### src/rtl/md_pkg.sv
// Shared op encodings, FSM states and decode helpers for the multiply/divide unit.
// MD_MADD_EN adds the multiply-accumulate ops; otherwise their codes decode as NOP.
package md_pkg;

  localparam logic [3:0] MD_NOP   = 4'h0;
  localparam logic [3:0] MD_MULT  = 4'h1;
  localparam logic [3:0] MD_MULTU = 4'h2;
  localparam logic [3:0] MD_DIV   = 4'h3;
  localparam logic [3:0] MD_DIVU  = 4'h4;
  localparam logic [3:0] MD_MTHI  = 4'h5;
  localparam logic [3:0] MD_MTLO  = 4'h6;
  localparam logic [3:0] MD_MADD  = 4'h7;
  localparam logic [3:0] MD_MADDU = 4'h8;
  localparam logic [3:0] MD_MSUB  = 4'h9;
  localparam logic [3:0] MD_MSUBU = 4'hA;

  typedef enum logic {MD_IDLE = 1'b0, MD_RUN = 1'b1} md_state_e;

  // How the pending value is folded into {hi,lo} at commit.
  typedef enum logic [1:0] {PendSet, PendKeep, PendAdd, PendSub} pend_kind_e;

  function automatic logic is_mul(input logic [3:0] op);
    logic r;
    r = (op == MD_MULT) || (op == MD_MULTU);
`ifdef MD_MADD_EN
    r = r || (op == MD_MADD) || (op == MD_MADDU) || (op == MD_MSUB) || (op == MD_MSUBU);
`endif
    return r;
  endfunction

  function automatic logic is_div(input logic [3:0] op);
    return (op == MD_DIV) || (op == MD_DIVU);
  endfunction

  function automatic logic is_signed_op(input logic [3:0] op);
    return (op == MD_MULT) || (op == MD_DIV) || (op == MD_MADD) || (op == MD_MSUB);
  endfunction

endpackage

### src/rtl/md_unit_if.sv
// Request/result bundle between the EX stage and the multiply/divide unit.
interface md_unit_if #(
  parameter int unsigned WIDTH = 32
) ();
  logic             start;
  logic [3:0]       md_op;
  logic [WIDTH-1:0] a;
  logic [WIDTH-1:0] b;
  logic             cancel;
  logic             busy;
  logic [WIDTH-1:0] hi;
  logic [WIDTH-1:0] lo;

  modport master (output start, md_op, a, b, cancel, input busy, hi, lo);
  modport slave  (input start, md_op, a, b, cancel, output busy, hi, lo);
endinterface

### src/rtl/md_core.sv
// Combinational signed/unsigned product and quotient/remainder on operand magnitudes.
module md_core #(
  parameter int unsigned WIDTH = 32
) (
  input  logic [WIDTH-1:0]   a,
  input  logic [WIDTH-1:0]   b,
  input  logic               is_signed,
  output logic [2*WIDTH-1:0] prod,
  output logic [WIDTH-1:0]   quot,
  output logic [WIDTH-1:0]   rem,
  output logic               div_zero
);
  logic               neg_a, neg_b;
  logic [WIDTH-1:0]   mag_a, mag_b, mag_q, mag_r;
  logic [2*WIDTH-1:0] mag_p;

  // Most-negative operand has magnitude 2^(WIDTH-1), which fits unsigned, so
  // MIN / -1 falls out naturally as quotient MIN, remainder 0.
  always_comb begin
    neg_a    = is_signed & a[WIDTH-1];
    neg_b    = is_signed & b[WIDTH-1];
    mag_a    = neg_a ? -a : a;
    mag_b    = neg_b ? -b : b;
    mag_p    = {{WIDTH{1'b0}}, mag_a} * {{WIDTH{1'b0}}, mag_b};
    prod     = (neg_a ^ neg_b) ? -mag_p : mag_p;
    div_zero = (b == '0);
    mag_q    = div_zero ? '0 : mag_a / mag_b;
    mag_r    = div_zero ? '0 : mag_a % mag_b;
    quot     = (neg_a ^ neg_b) ? -mag_q : mag_q;
    rem      = neg_a ? -mag_r : mag_r;
  end
endmodule

### src/rtl/md_unit.sv
// Multi-cycle multiply/divide unit owning HI/LO; busy drives the hazard-unit stall.
// MD_MADD_EN enables MADD/MADDU/MSUB/MSUBU accumulating into {hi,lo} at commit.
module md_unit
  import md_pkg::*;
#(
  parameter int unsigned WIDTH       = 32,
  parameter int unsigned MULT_CYCLES = 5,
  parameter int unsigned DIV_CYCLES  = 10
) (
  input logic       clk,
  input logic       reset,
  md_unit_if.slave  bus
);
  localparam int unsigned MaxCycles = (MULT_CYCLES > DIV_CYCLES) ? MULT_CYCLES : DIV_CYCLES;
  localparam int unsigned CntW      = $clog2(MaxCycles) + 1;
  localparam logic [CntW-1:0] MulCnt = CntW'(MULT_CYCLES);
  localparam logic [CntW-1:0] DivCnt = CntW'(DIV_CYCLES);

  md_state_e          state_q;
  logic [CntW-1:0]    cnt_q;
  logic [2*WIDTH-1:0] pend_q;
  pend_kind_e         kind_q;
  logic [WIDTH-1:0]   hi_q, lo_q;

  logic [2*WIDTH-1:0] prod, pend_val, hilo, commit_val;
  logic [WIDTH-1:0]   quot, rem;
  logic               div_zero, accept;
  pend_kind_e         pend_kind;

  md_core #(.WIDTH(WIDTH)) u_core (
    .a        (bus.a),
    .b        (bus.b),
    .is_signed(is_signed_op(bus.md_op)),
    .prod     (prod),
    .quot     (quot),
    .rem      (rem),
    .div_zero (div_zero)
  );

  assign accept = bus.start & ~bus.cancel & (state_q == MD_IDLE);
  assign hilo   = {hi_q, lo_q};

  always_comb begin
    pend_val  = prod;
    pend_kind = PendSet;
    if (is_div(bus.md_op)) begin
      pend_val  = {rem, quot};
      pend_kind = div_zero ? PendKeep : PendSet;
    end
`ifdef MD_MADD_EN
    if (bus.md_op == MD_MADD || bus.md_op == MD_MADDU) pend_kind = PendAdd;
    if (bus.md_op == MD_MSUB || bus.md_op == MD_MSUBU) pend_kind = PendSub;
`endif
  end

  // Accumulating ops read {hi,lo} as it stands at commit, not at accept.
  always_comb begin
    commit_val = hilo;
    unique case (kind_q)
      PendSet:  commit_val = pend_q;
      PendKeep: commit_val = hilo;
`ifdef MD_MADD_EN
      PendAdd:  commit_val = hilo + pend_q;
      PendSub:  commit_val = hilo - pend_q;
`endif
      default:  commit_val = hilo;
    endcase
  end

  always_ff @(posedge clk or negedge reset) begin
    if (!reset) begin
      state_q <= MD_IDLE;
      cnt_q   <= '0;
      pend_q  <= '0;
      kind_q  <= PendSet;
      hi_q    <= '0;
      lo_q    <= '0;
    end else begin
      unique case (state_q)
        MD_IDLE: begin
          if (accept) begin
            if (is_mul(bus.md_op) || is_div(bus.md_op)) begin
              state_q <= MD_RUN;
              cnt_q   <= is_div(bus.md_op) ? DivCnt : MulCnt;
              pend_q  <= pend_val;
              kind_q  <= pend_kind;
            end else if (bus.md_op == MD_MTHI) begin
              hi_q <= bus.a;
            end else if (bus.md_op == MD_MTLO) begin
              lo_q <= bus.a;
            end
          end
        end
        MD_RUN: begin
          if (bus.cancel) begin
            state_q <= MD_IDLE;
            cnt_q   <= '0;
          end else if (cnt_q == CntW'(1)) begin
            {hi_q, lo_q} <= commit_val;
            state_q      <= MD_IDLE;
            cnt_q        <= '0;
          end else begin
            cnt_q <= cnt_q - 1'b1;
          end
        end
        default: state_q <= MD_IDLE;
      endcase
    end
  end

  assign bus.busy = (state_q == MD_RUN);
  assign bus.hi   = hi_q;
  assign bus.lo   = lo_q;
endmodule
### src/flat_wrapper.sv
// flat-port wrapper written by rule: the top's interface ports become plain ports
module md_unit_flat import md_pkg::*;
#(
  parameter int unsigned WIDTH       = 32,
  parameter int unsigned MULT_CYCLES = 5,
  parameter int unsigned DIV_CYCLES  = 10
)
  (clk, reset, bus_start, bus_md_op, bus_a, bus_b, bus_cancel, bus_busy, bus_hi, bus_lo);
  md_unit_if #(.WIDTH(WIDTH)) bus_i ();
  input logic clk;
  input logic reset;
  input wire logic [$bits(bus_i.start)-1:0] bus_start;
  input wire logic [$bits(bus_i.md_op)-1:0] bus_md_op;
  input wire logic [$bits(bus_i.a)-1:0] bus_a;
  input wire logic [$bits(bus_i.b)-1:0] bus_b;
  input wire logic [$bits(bus_i.cancel)-1:0] bus_cancel;
  output wire logic [$bits(bus_i.busy)-1:0] bus_busy;
  output wire logic [$bits(bus_i.hi)-1:0] bus_hi;
  output wire logic [$bits(bus_i.lo)-1:0] bus_lo;
  assign bus_i.start = bus_start;
  assign bus_i.md_op = bus_md_op;
  assign bus_i.a = bus_a;
  assign bus_i.b = bus_b;
  assign bus_i.cancel = bus_cancel;
  assign bus_busy = bus_i.busy;
  assign bus_hi = bus_i.hi;
  assign bus_lo = bus_i.lo;
  md_unit #(.WIDTH(WIDTH), .MULT_CYCLES(MULT_CYCLES), .DIV_CYCLES(DIV_CYCLES)) u_core (.clk(clk), .reset(reset), .bus(bus_i));
endmodule
### config.mk
export PLATFORM = sky130hd
export DESIGN_NAME = md_unit_flat
export DESIGN_NICKNAME = d
export VERILOG_FILES = /design/src/rtl/md_pkg.sv /design/src/rtl/md_unit_if.sv /design/src/rtl/md_core.sv /design/src/rtl/md_unit.sv /design/src/flat_wrapper.sv
export SDC_FILE = /design/constraint.sdc
export NUM_CORES = 2
export LEC_CHECK = 0
export ABC_AREA = 0
export BUFFER_PORTS_ARGS = -buffer_cell sky130_fd_sc_hd__buf_2
export CORE_MARGIN = 10
export CORE_UTILIZATION = 50
export CTS_CLUSTER_DIAMETER = 60
export DETAILED_ROUTE_END_ITERATION = 10
export HOLD_SLACK_MARGIN = 0.08
export PLACE_DENSITY = 0.75
export SKIP_CTS_REPAIR_TIMING = 1
export SYNTH_ARGS = -nofsm -noshare
export SYNTH_HDL_FRONTEND = slang
export SYNTH_SLANG_ARGS = --single-unit
export TNS_END_PERCENT = 100
### constraint.sdc
create_clock -name clk -period 3.6 [get_ports clk]
set_clock_uncertainty 0.15 [all_clocks]
set_input_delay 0.72 -clock clk [delete_from_list [all_inputs] [get_ports clk]]
set_output_delay 0.72 -clock clk [all_outputs]
set_load 0.02 [all_outputs]
## Word-level counts from Yosys, hierarchy flattened

Cells that the tools add are included.

| word-level totals | value |
|---|---|
| bits of input ports | 72 |
| word-level logic and storage cells | 87 |
| register bits after elaboration | 136 |

| cells by class | value |
|---|---|
| add/subtract/negate cells | 6 |
| div/mod/pow operators | 2 |
| $mul | 1 |
| bitwise logic cells | 7 |
| muxes and demuxes | 35 |
| equal/unequal tests | 18 |
| reduce and logical (&&, ||, !) cells | 12 |

Operators by type and width:

| operator | count |
|---|---|
| 32-bit 2-to-1 mux | 17 |
| 64-bit 2-to-1 mux | 3 |
| 32-bit negator | 4 |
| 32-bit one-hot mux with 2 select lines | 2 |
| 32-bit by 32-bit multiplier with 64-bit output | 1 |
| 64-bit negator | 1 |
| 32-bit by 32-bit divider with 32-bit output | 1 |
| 32-bit logical NOT | 1 |
| 32-bit by 32-bit remainder unit with 32-bit output | 1 |
| 5-bit 2-to-1 mux | 4 |
| 4-bit by 3-bit == test with 1-bit output, second input constant | 4 |
| 2-bit inequality test, second input constant | 5 |
| 5-bit one-hot mux with 2 select lines | 1 |
| 4-bit by 2-bit == test with 1-bit output, second input constant | 2 |
| 2-bit by 1-bit inequality test with 1-bit output, second input constant | 4 |
| 7-bit AND reduction | 1 |
| 1-bit logical OR | 6 |
| 1-bit 2-to-1 mux | 6 |
| 6-bit AND reduction | 1 |
| 5-bit by 1-bit == test with 1-bit output, second input constant | 1 |
| 5-bit by 1-bit subtractor with 5-bit output, second input constant | 1 |
| 1-bit bitwise AND | 4 |
| 4-bit by 1-bit == test with 1-bit output, second input constant | 1 |
| 4-bit == test, second input constant | 1 |
| other kinds (7) | 8 |

## Depth between registers and ports, before layout

| logic depth | value |
|---|---|
| depth after elaboration | 11 |
| mapped depth | 381 |

## Cells and area by module

Synthesis repeated with hierarchy kept, for this count alone.

| second synthesis, totals | value |
|---|---|
| cells, all modules | 9918 |
| area, all modules | 74864.3 um2 |

By module, submodules not included:

| module | times used | seq. area each (um2) | area an instance (um2) | cells an instance |
|---|---|---|---|---|
| md_core | 1 | 0.0 | 68396.8 | 9280 |
| md_unit | 1 | 3378.2 | 6467.5 | 638 |

## Worst setup path before layout

OpenSTA, ideal clock, no wires.

| timing path | value |
|---|---|
| kind | input to register |
| start point | in bus_b[0] |
| end point | reg u_core.pend_q[62] |
| library setup time | 0.071 ns |
| slack | -75.918 ns |
| required time | 3.379 ns |
| buffers on the path | 62 |
| arrival time | 79.297 ns |
| stages on the path | 352 |
| path through | clkbuf_1 inv_1 clkbuf_1 ha_1 or3b_2 clkbuf_1 nor3_1 o211ai_1 nor4_1 and4_1 clkbuf_1 and4_1 nor2_1 ha_1 o21a_1 nor2_1 nor2_1 nand2_1 [316 not listed] o21bai_1 o311a_1 and4_1 o21ai_0 o31ai_1 a211oi_1 clkbuf_1 nor2_1 o21ai_0 nand4b_1 or4_1 nor3_1 and3_1 or4b_4 or3_1 mux2_2 o211a_1 nor2_1 |

| on the way | value |
|---|---|
| cells in the longest elaborated chain, start to end | 7 |

RTL lines:

| item | RTL line | source |
|---|---|---|
| start: declaration | flat_wrapper.sv:15 | `input wire logic [$bits(bus_i.b)-1:0] bus_b;` |
| 32-bit negator | md_core.sv:23 | `mag_b = neg_b ? -b : b;` |
| 32-bit 2-to-1 mux | md_core.sv:23 |  |
| 32-bit by 32-bit remainder unit with 32-bit output | md_core.sv:28 | `mag_r = div_zero ? '0 : mag_a % mag_b;` |
| 32-bit 2-to-1 mux | md_core.sv:28 |  |
| 32-bit negator | md_core.sv:30 | `rem = neg_a ? -mag_r : mag_r;` |
| 32-bit 2-to-1 mux | md_core.sv:30 |  |
| 64-bit 2-to-1 mux (*) | md_unit.sv:46 | `if (is_div(bus.md_op)) begin` |
| end signal: assignment | md_unit.sv:85 | `pend_q <= pend_val;` |
| end: declaration | md_unit.sv:21 | `logic [2*WIDTH-1:0] pend_q;` |

Every way passes the cells marked *; elsewhere a longest branch is shown, timed or not.
A chain may end at the register's enable or synchronous reset.

## Final worst setup path

| timing path | value |
|---|---|
| start point | in bus_a[18] |
| end point | reg u_core.pend_q[62] |

| on the way | value |
|---|---|
| cells in the longest elaborated chain, start to end | 7 |

RTL lines:

| item | RTL line | source |
|---|---|---|
| start: declaration | flat_wrapper.sv:14 | `input wire logic [$bits(bus_i.a)-1:0] bus_a;` |
| 32-bit negator | md_core.sv:22 | `mag_a = neg_a ? -a : a;` |
| 32-bit 2-to-1 mux (*) | md_core.sv:22 |  |
| 32-bit by 32-bit remainder unit with 32-bit output | md_core.sv:28 |  |
| 32-bit 2-to-1 mux | md_core.sv:28 |  |
| 32-bit negator | md_core.sv:30 |  |
| 32-bit 2-to-1 mux | md_core.sv:30 |  |
| 64-bit 2-to-1 mux (*) | md_unit.sv:46 |  |

Marks and branches as above.

==> load_flow_metrics.sql <==
INSERT INTO impl_metrics (metric_group, metric, value, unit) VALUES
('critical_path', 'critical_path_required', '3.91', 'ns'),
('critical_path', 'setup.worst_path.start_class', 'input port', ''),
('detailed_routing', 'route.final.wire_length', '422000', 'µm'),
('cts', 'cts_inserted_buffers', '17', ''),
('critical_path', 'r2r.worst_path.cells', '3', ''),
('critical_path', 'critPathMaxFanout', '9', ''),
('sta', 'final_min_period_over_clock_period', '1900', '%'),
('cts', 'clkSlewWorstSetupHoldPaths', '0.08', 'ns'),
('cts', 'cts_root_buffer', 'sky130_fd_sc_hd__clkbuf_16', ''),
('sta', 'setup_viol', '64', ''),
('sta', 'drv_slew', '0', ''),
('worst_hold_path', 'min_delay_path_depth', '1', ''),
('critical_path', 'ff2ff_setup_slack', '0.97', 'ns'),
('worst_hold_path', 'min_path_type', 'reg -> reg', ''),
('critical_path', 'timing.critical_path.arrival', '68.71', 'ns'),
('placement', 'io_buffer_count', '136', ''),
('synth', 'synthDistinctLibCells', '109', ''),
('global_route', 'number_of_global_route_vias_before_repair', '95000', ''),
('global_route', 'first_pass_grt_wire_length', '603000', 'µm'),
('cts', 'clock-sinks', '135', ''),
('synth', 'synth_top_area_cells', 'sky130_fd_sc_hd__fa_1 24%, sky130_fd_sc_hd__ha_1 13%, sky130_fd_sc_hd__nand2_1 7.5%', ''),
('run', 'max_cap_viol_count', '0', ''),
('synth', 'synth_top_area_share', '23.8', '%'),
('placement', 'dp.final_hpwl', '341000', 'µm'),
('die', 'die_x', '408', 'µm'),
('outcome', 'run_status', 'complete, but fails checks', ''),
('synth', 'synth-edff-count', '0', ''),
('sta', 'grt_setup_unrepaired', 'true', ''),
('sta', 'report.final.hold_viol_count', '0', ''),
('synth', 'netlist.top_cell.by_area', 'sky130_fd_sc_hd__fa_1', ''),
('outcome', 'failed_checks', 'setup timing', ''),
('sta', 'timing_worst_slew_pin_value', '1.19', 'ns'),
('synth', 'yosysWarningCount', '0', ''),
('die', 'floorplan.die.height', '408', 'µm'),
('critical_path', 'cpPeakStageDelay', '0.61', 'ns'),
('die', 'row_cnt', '142', ''),
('placement', 'routabilityCongestion', '1.16', ''),
('synth', 'async_reset_ff_share', '100', '%'),
('cts', 'cts_max_path_buffers', '2', ''),
('final_layout', 'multi_input_comb_area', '71400', 'µm²'),
('detailed_routing', 'detail_route.wl_per_cell', '27.2', 'µm'),
('die', 'num_io_pins', '137', ''),
('sta', 'relSlewSlack', '19.8', '%'),
('final_layout', 'net_count_reported_at_finish', '15200', ''),
('cts', 'cts_max_level', '4', ''),
('synth', 'synth_nets', '12000', ''),
('detailed_routing', 'via_count', '96300', ''),
('synth', 'yosys_register_bits', '135', ''),
('sta', 'setup_tns', '-4095.89', 'ns'),
('critical_path', 'max_stage_delay_cell_worst_path', 'sky130_fd_sc_hd__or4_4', ''),
('detailed_routing', 'postRouteAntennaNets', '0', ''),
('critical_path', 'timing.setup.critical_path_class', 'in -> reg', ''),
('detailed_routing', 'route.detailed.vias_per_inst', '6.21', ''),
('die', 'fp.coreArea', '150000', 'µm²'),
('cts', 'clock_latency', '0.53', 'ns'),
('final_layout', 'post_route_cells_drive_above_1_share', '34.7', '%'),
('cts', 'cts_tree', 'built', ''),
('sta', 'layout_setup_ws', '-64.81', 'ns'),
('critical_path', 'path_common_cell', 'sky130_fd_sc_hd__buf_4', ''),
('global_route', 'grt-ovfl-total', '0', ''),
('final_layout', 'area_growth', '47.4', '%'),
('global_route', 'grt_start_max_net_pins', '74', ''),
('detailed_routing', 'drt_first_iter_violations', '13200', ''),
('global_route', 'grt.total_usage', '47.9', '%'),
('die', 'dieArea', '167000', 'µm²'),
('critical_path', 'critical_path.endpoint_type', 'flip-flop', ''),
('detailed_routing', 'drc_errors', '0', ''),
('synth', 'postSynthAreaPerCell', '7.40', 'µm²'),
('sta', 'achievable-frequency', '0.0146', 'GHz'),
('final_layout', 'final-seq-area', '3380', 'µm²'),
('synth', 'synth.cell_area', '75300', 'µm²'),
('sta', 'finalCriticalPeriod', '68.41', 'ns'),
('global_route', 'number_of_antenna_violations_at_the_first_check_in_global_routing', '30', ''),
('synth', 'instance_count_of_the_mapped_netlist', '10200', ''),
('synth', 'synth-seq-area-share', '4.48', '%'),
('detailed_routing', 'firstDrtPassIters', '7', ''),
('final_layout', 'final_core_util', '74.1', '%'),
('die', 'initial_core_util', '50.3', '%'),
('synth', 'postSynth.topFlopCell', 'sky130_fd_sc_hd__dfrtp_1', ''),
('final_layout', 'fillerInstances', '11400', '');
==> cell type report <==
type	instances	share of cell area, %
Inverter	1205	4.10
Clock buffer	17	0.383
Timing Repair Buffer	3698	25.7
Tap cell	2016	2.27
Clock inverter	15	0.157
Multi-Input combinational cell	8405	64.3
Antenna cell	14	0.0316
Sequential cell	135	3.05
==> metrics by stage <==
| stage | instance area [µm²] | hold WS [ns] | cells | worst slack, ns |
|---|---|---|---|---|
| after global placement | 104000 | 0.311 | 15200 | -67.77 |
| final | 111000 | 0.327 | 15500 | -64.81 |
| after floorplan | 77800 | 0.274 | 10200 | -62.53 |
| after CTS | 105000 | -0.00398 | 15300 | -68.46 |
| after global routing | 111000 | 0.353 | 15500 | -66.73 |
| after detailed placement | 104000 | 0.314 | 15200 | -68.56 |
==> metal layers <==
| metal | GRT usage, % | wire (µm) |
|---|---|---|
| met1 | 56.7 | 146000 |
| met2 | 69.1 | 169000 |
| met3 | 16.1 | 57900 |
| met4 | 41.6 | 48400 |
| met5 | 0.345 | 85 |
==> cell usage in the layout (no fill, tap or decap), types with 96 or more instances in the layout <==
cell type / netlist / routed
sky130_fd_sc_hd__nand2_1: 1513 / 1483
sky130_fd_sc_hd__ha_1: 804 / 722
sky130_fd_sc_hd__a21o_1: 207 / 205
sky130_fd_sc_hd__nand3_1: 183 / 159
sky130_fd_sc_hd__o21a_1: 149 / 137
sky130_fd_sc_hd__nand4_1: 96 / 96
sky130_fd_sc_hd__a21oi_1: 740 / 636
sky130_fd_sc_hd__nor3_1: 188 / 153
sky130_fd_sc_hd__dfrtp_1: 135 / 134
sky130_fd_sc_hd__buf_2: 23 / 130
sky130_fd_sc_hd__nor2_1: 1067 / 1009
sky130_fd_sc_hd__xnor2_1: 349 / 329
sky130_fd_sc_hd__inv_1: 1181 / 1160
sky130_fd_sc_hd__o21ai_0: 426 / 300
sky130_fd_sc_hd__buf_4: 4 / 3425
sky130_fd_sc_hd__xor2_1: 220 / 207
sky130_fd_sc_hd__fa_1: 897 / 896
==> worst max-delay path: cells and delay by family <==
| family | cells | cell delay, ns |
|---|---|---|
| XOR/XNOR | 1 | 0.23 |
| adder cells (fa/ha/maj) | 31 | 8.84 |
| multiplexers | 5 | 1.34 |
| buffers and inverters | 48 | 7.74 |
| AND/OR/NAND/NOR | 94 | 17.94 |
| AO/OA/AOI/OAI | 159 | 31.78 |
==> sequential cells by signal (all words and copies together), names as in the netlist <==
signal           flops
u_core.cnt_q         5
u_core.kind_q        1
u_core.pend_q       64
u_core.bus.lo       32
u_core.bus.busy      1
u_core.bus.hi       32
==> logic make-up (layout without fill, tap and decap cells) <==
kind of cell | after synthesis | after routing | synth area share (%)
mux | 75 | 75 | 1.07
buf+inv | 1644 | 4935 | 8.26
xor+xnor | 571 | 571 | 6.66
compound gates | 2369 | 2369 | 20.3
other cells | 0 | 14 | 0
fa+ha+maj | 1701 | 1701 | 37.2
flops | 135 | 135 | 4.48
simple gates | 3689 | 3689 | 22.0
==> path summary, 6_finish.rpt <==
kind / end / startpoint
max: u_core.pend_q[62] / bus_a[18]
min: u_core.cnt_q[4] / u_core.cnt_q[4]
max reg2reg: u_core.bus.lo[19] / u_core.bus.busy
min reg2reg: u_core.cnt_q[4] / u_core.cnt_q[4]
max in group asynchronous: u_core.bus.hi[4] / reset
min in group asynchronous: u_core.bus.lo[31] / reset
==> Yosys cell counts (all sizes together), types with 85 or more instances <==
cell / count
a21oi: 742
nand4: 99
xor2: 221
nand3: 187
nand2: 1514
or3: 85
dfrtp: 135
o21ai: 449
nor2: 1069
buf: 92
xnor2: 350
nor3: 194
fa: 897
a31oi: 110
ha: 804
clkbuf: 347
o21a: 149
a21o: 207
o211ai: 91
inv: 1192
Power is left out: the tool's default activity adds up to more than one toggle a clock period on the data nets, which glitch-free logic cannot reach.
